==> src/rtl/cmd_dispatch.sv <==
// rtl/cmd_dispatch.sv - command FIFO feeding a request/acknowledge slave port with timed retries and drop counting
`timescale 1ns/1ps
module cmd_dispatch #(
    parameter int DEPTH     = 4,
    parameter int RETRY_GAP = 40,
    parameter int MAX_TRIES = 16
) (
    input  logic        clk,
    input  logic        rst,
    input  logic [5:0]  in_addr,
    input  logic [31:0] in_data,
    input  logic        in_valid,
    output logic        in_ready,
    output logic [5:0]  cmd_addr,
    output logic [31:0] cmd_data,
    output logic        cmd_rqst,
    input  logic        cmd_ack,
    output logic        busy,
    output logic [7:0]  drop_cnt
);

    localparam int AW = $clog2(DEPTH);
    localparam logic [AW:0] FULL   = (AW + 1)'(DEPTH);
    localparam logic [7:0]  GAP_LD = 8'(RETRY_GAP);
    localparam logic [7:0]  TRY_MX = 8'(MAX_TRIES);

    typedef enum logic [1:0] {IDLE, RQST, CHECK, GAP} state_t;

    logic [37:0]   mem_q [DEPTH];
    logic [AW-1:0] wr_ptr_q, rd_ptr_q;
    logic [AW:0]   count_q, count_d;
    state_t        state_q;
    logic [5:0]    cmd_addr_q;
    logic [31:0]   cmd_data_q;
    logic          cmd_rqst_q;
    logic [7:0]    tries_q, gap_q, drop_q;
    logic          push, pop;

    assign in_ready = !rst && (count_q != FULL);
    assign push     = in_valid && in_ready;
    // The head leaves the FIFO only once it is acked or has used up its tries.
    assign pop      = (state_q == CHECK) && (cmd_ack || tries_q == TRY_MX);

    always_comb begin
        count_d = count_q;
        if (push && !pop) begin
            count_d = count_q + (AW + 1)'(1);
        end else if (!push && pop) begin
            count_d = count_q - (AW + 1)'(1);
        end
    end

    always_ff @(posedge clk) begin
        if (push) begin
            mem_q[wr_ptr_q] <= {in_addr, in_data};
        end
    end

    always_ff @(posedge clk) begin
        if (rst) begin
            wr_ptr_q <= '0;
            rd_ptr_q <= '0;
            count_q  <= '0;
        end else begin
            if (push) begin
                wr_ptr_q <= wr_ptr_q + AW'(1);
            end
            if (pop) begin
                rd_ptr_q <= rd_ptr_q + AW'(1);
            end
            count_q <= count_d;
        end
    end

    always_ff @(posedge clk) begin
        if (rst) begin
            state_q    <= IDLE;
            cmd_addr_q <= '0;
            cmd_data_q <= '0;
            cmd_rqst_q <= 1'b0;
            tries_q    <= '0;
            gap_q      <= '0;
            drop_q     <= '0;
        end else begin
            cmd_rqst_q <= 1'b0;
            case (state_q)
                IDLE: begin
                    if (count_q != '0) begin
                        {cmd_addr_q, cmd_data_q} <= mem_q[rd_ptr_q];
                        tries_q    <= '0;
                        cmd_rqst_q <= 1'b1;
                        state_q    <= RQST;
                    end
                end
                RQST: begin
                    tries_q <= tries_q + 8'd1;
                    state_q <= CHECK;
                end
                CHECK: begin
                    if (cmd_ack) begin
                        state_q <= IDLE;
                    end else if (tries_q == TRY_MX) begin
                        if (drop_q != 8'hFF) begin
                            drop_q <= drop_q + 8'd1;
                        end
                        state_q <= IDLE;
                    end else begin
                        gap_q   <= GAP_LD;
                        state_q <= GAP;
                    end
                end
                GAP: begin
                    gap_q <= gap_q - 8'd1;
                    if (gap_q == 8'd1) begin
                        cmd_rqst_q <= 1'b1;
                        state_q    <= RQST;
                    end
                end
                default: state_q <= IDLE;
            endcase
        end
    end

    assign cmd_addr = cmd_addr_q;
    assign cmd_data = cmd_data_q;
    assign cmd_rqst = cmd_rqst_q;
    assign drop_cnt = drop_q;
    assign busy     = !rst && ((count_q != '0) || (state_q != IDLE));

endmodule

==> config.mk <==
export PLATFORM = sky130hd
export DESIGN_NAME = cmd_dispatch
export DESIGN_NICKNAME = d
export VERILOG_FILES = /design/src/rtl/cmd_dispatch.sv
export SDC_FILE = /design/constraint.sdc
export NUM_CORES = 1
export LEC_CHECK = 0
export CAP_MARGIN = 20
export CORE_MARGIN = 10
export CORE_UTILIZATION = 40
export CTS_BUF_LIST = sky130_fd_sc_hd__clkbuf_4
export DETAILED_ROUTE_END_ITERATION = 16
export SKIP_CTS_REPAIR_TIMING = 1
export SYNTH_ARGS = -nofsm -noshare
export SYNTH_HDL_FRONTEND = slang
export SYNTH_SLANG_ARGS = --single-unit
export TNS_END_PERCENT = 5
==> constraint.sdc <==
create_clock -name clk -period 3.5 [get_ports clk]
set_input_delay 1.05 -clock clk [delete_from_list [all_inputs] [get_ports clk]]
set_output_delay 1.05 -clock clk [all_outputs]
set_load 0.02 [all_outputs]
==> reports/results.tsv <==
stage	metric	value	unit
layout	final_common_cell	edfxtp_1	
critical_path	end_kind	output pin	
synth	ys.flop_type	edfxtp_1	
timing	slew_viol_final	0	
synth	yosys.cell_types.count	59	
layout	regArea	0.006011	mm2
synth	synth_seq_cells	224	
hold_path	hold_class	flop to flop	
timing	worstMarginPinSlew	1.003	ns
global_routing	antenna_found_initial	1	
floorplanning	num_rows	53	
layout	drive_above_1_share	20.81	%
critical_path	cp_slowest_cell	clkdlybuf4s50_1	
timing	setup_viol	0	
floorplanning	core	0.02122	mm2
critical_path	reg2reg_from	state_q[0]	
synth	yosysWarningCount	0	
place	place_hpwl	11640	um
clock_tree	clk_latency	0.67	ns
route	wl	18550	um
floorplanning	die_x	167.7	um
layout	syn2layout_area_growth	23.01	%
layout	multiInputGateArea	0.002569	mm2
global_routing	globalRouteMet2Util	21.37	%
synth	netlist_area	0.008723	mm2
synth	synth_edf_count	152	
clock_tree	cts_sinks	224	
place	place_congestion	0.8014	
route	drt-initial-drc-count	360	
synth	ys_async_sr_fraction	0	%
timing	timing.fmax	302.1	MHz
place	dp_slack	0.3036	ns
pwr	p_per_area	594.9	mW/mm2
hold_path	holdPathEnd	cmd_data[26]	
floorplanning	io-pin-count	91	
route	drt.antenna.violating_nets	0	
critical_path	cp-startpoint	state_q[1]	
floorplanning	dieArea	0.02811	mm2
synth	seq_area_frac_synth	68.85	%
critical_path	crit_fanout	6	
layout	nets	776	
clock_tree	clk_path_buf_depth	3	
synth	postSynthAreaPerCell	14.96	um2
hold_path	holdPathStages	2	
global_routing	grt_pass1_vias	5640	
synth	synthCells	583	
clock_tree	cts.clk_slew.worst_paths	0.06	ns
job	drv_cap	0	
place	io_buffer_count	90	
clock_tree	numCtsBuffers	56	
route	wl_per_cell	17.84	um
floorplanning	die_y	167.7	um
timing	skew	0.05097	ns
timing	final-hold-violation-count	0	
timing	setup_ws	0.1900	ns
timing	finalCritPeriodShare	94.57	%
clock_tree	cts-root-buf	clkbuf_4	
timing	period_needed	3.310	ns
route	viasPerCell	5.084	
critical_path	path_cells	inv_1, ha_2, nor4b_2, nor2_1, clkdlybuf4s50_1	
layout	most-common-layout-cells	edfxtp_1, clkdlybuf4s50_1, nand2_1, clkbuf_4, dfxtp_1	
global_routing	met1_usage	15.69	%
timing	fin_setup_tns	0	ns
clock_tree	cts_tree	built	
layout	fillers	1841	
critical_path	critical-path-max-stage-delay	0.55	ns
global_routing	gr-usage-all-layers	12.99	%
route	drt-pass1-iter-count	4	
route	via_count	5287	
critical_path	reg2reg_slack	1.00	ns
critical_path	critical_path_class	flop to output pin	
run_status	status	finished clean	
critical_path	critPathRequiredTime	2.45	ns
clock_tree	cts-htree-levels	2	
pwr	vdd_drop_max	0.3382	mV
critical_path	cp.arrival	2.26	ns
timing	max-slew-margin-rel	33.11	%
critical_path	r2r-end	count_q[2]	
global_routing	grt_use_met3	3.605	%
global_routing	grt-ovfl-total	0	
timing	grt_setup_unrepaired	no	
floorplanning	initial_utilization	41.11	%
global_routing	grt.busiest_layer	met2	
critical_path	start_kind	flop	
global_routing	grt_pass1_wl	29670	um
critical_path	r2r_cells	10	
route	remaining_drc_errors	0	
pwr	p_leak	3.602	nW
synth	synth_nets	640	
global_routing	grt_max_degree	57	
hold_path	hp-start	cmd_data[26]	
## stage by stage
step	utilization [%]	area (um2)	hold WS (ns)	power (mW)	std cells
6_report	50.57	10730	0.4536	6.384	1040
5_1_grt	50.57	10730	0.4722	6.735	1040
4_1_cts	50.45	10710	0.4547	6.480	1038
3_5_place_dp	47.07	9988	0.4456	4.347	935
3_3_place_gp	47.07	9988	0.4427	4.314	935
2_1_floorplan	-	8723	0.4430	3.828	583
## cell usage after synthesis (2+ instances only)
cell type,instances,area [um2]
or4b_1,2,20.02
nand2b_1,6,37.54
nor4b_1,2,17.52
dfxtp_1,72,1441
a21oi_1,49,245.2
a22oi_1,2,15.01
xor2_1,3,26.28
buf_1,2,7.510
or3_1,5,31.28
o21ai_0,8,40.04
o31ai_1,6,45.04
nor3b_1,2,15.01
and2_1,4,25.02
nand3_1,5,25.02
nand2_1,86,322.8
nor2_1,25,93.84
ha_1,14,175.2
nor2b_1,2,12.51
clkbuf_1,15,56.30
mux4_2,38,855.8
xnor2_1,7,61.31
buf_4,2,15.01
nand4_1,2,12.51
or4_1,3,22.52
o211ai_1,3,22.52
o21ai_1,2,10.01
mux2i_1,7,70.07
inv_1,15,56.30
buf_2,5,25.02
edfxtp_1,152,4564
a31oi_1,3,18.77
nor3_1,7,35.03
## layout make-up
| type | count | area share (%) |
|---|---|---|
| multi-input combinational | 319 | 23.94 |
| clock inverter | 17 | 0.6646 |
| antenna | 1 | 0.02332 |
| timing repair buffer | 103 | 9.608 |
| tap | 275 | 3.207 |
| inverter | 15 | 0.5247 |
| clock buffer | 86 | 6.017 |
| sequential | 224 | 56.02 |
## per-layer routing
metal,wire length (um),up-vias
met5,0,-
met4,370,0
met3,1096,31
met2,9315,136
met1,7770,2595
li1,-,2525
## kinds of logic (layout without fill, tap and decap cells)
family / count (synthesis) / in the layout / synth area share, %
flip-flops: 224 / 224 / 68.85
AND/OR/NAND/NOR: 160 / 160 / 8.993
AO/OA/AOI/OAI: 89 / 89 / 6.340
multiplexers: 45 / 45 / 10.61
buffers and inverters: 40 / 221 / 1.965
adder cells (fa/ha/maj): 15 / 15 / 2.238
XOR/XNOR: 10 / 10 / 1.004
other: 0 / 1 / 0
## report_power, final
| part | total [mW] | switching, mW | internal [mW] |
|---|---|---|---|
| combinational | 1.14 | 0.668 | 0.475 |
| clock | 2.11 | 0.990 | 1.12 |
| sequential | 3.13 | 0.116 | 3.01 |
## how the worst max path moves through the flow
stage | endpoint | slack (ns) | depth (start not counted)
detailed placement | count_q[2] | 0.30 | 9
floorplan | mem_q[1][0] | 0.52 | 3
global route | busy | 0.02 | 5
CTS | busy | 0.07 | 5
finish | busy | 0.19 | 5
global placement | count_q[2] | 0.40 | 9
## worst max-delay path: cells and delay by family (launching register included)
| kind | cells | cell delay [ns] |
|---|---|---|
| flip-flops | 1 | 0.32 |
| adder cells (fa/ha/maj) | 1 | 0.27 |
| buffers and inverters | 2 | 0.66 |
| AND/OR/NAND/NOR | 2 | 0.39 |
## sequential cells by signal (all words and copies together) (netlist names)
register	cells
rd_ptr_q	2
cmd_data	32
state_q	2
count_q	3
gap_q	8
drop_cnt	8
tries_q	8
cmd_rqst	1
wr_ptr_q	2
mem_q	152
cmd_addr	6
Note: power is estimated with default switching activity, not from simulation.
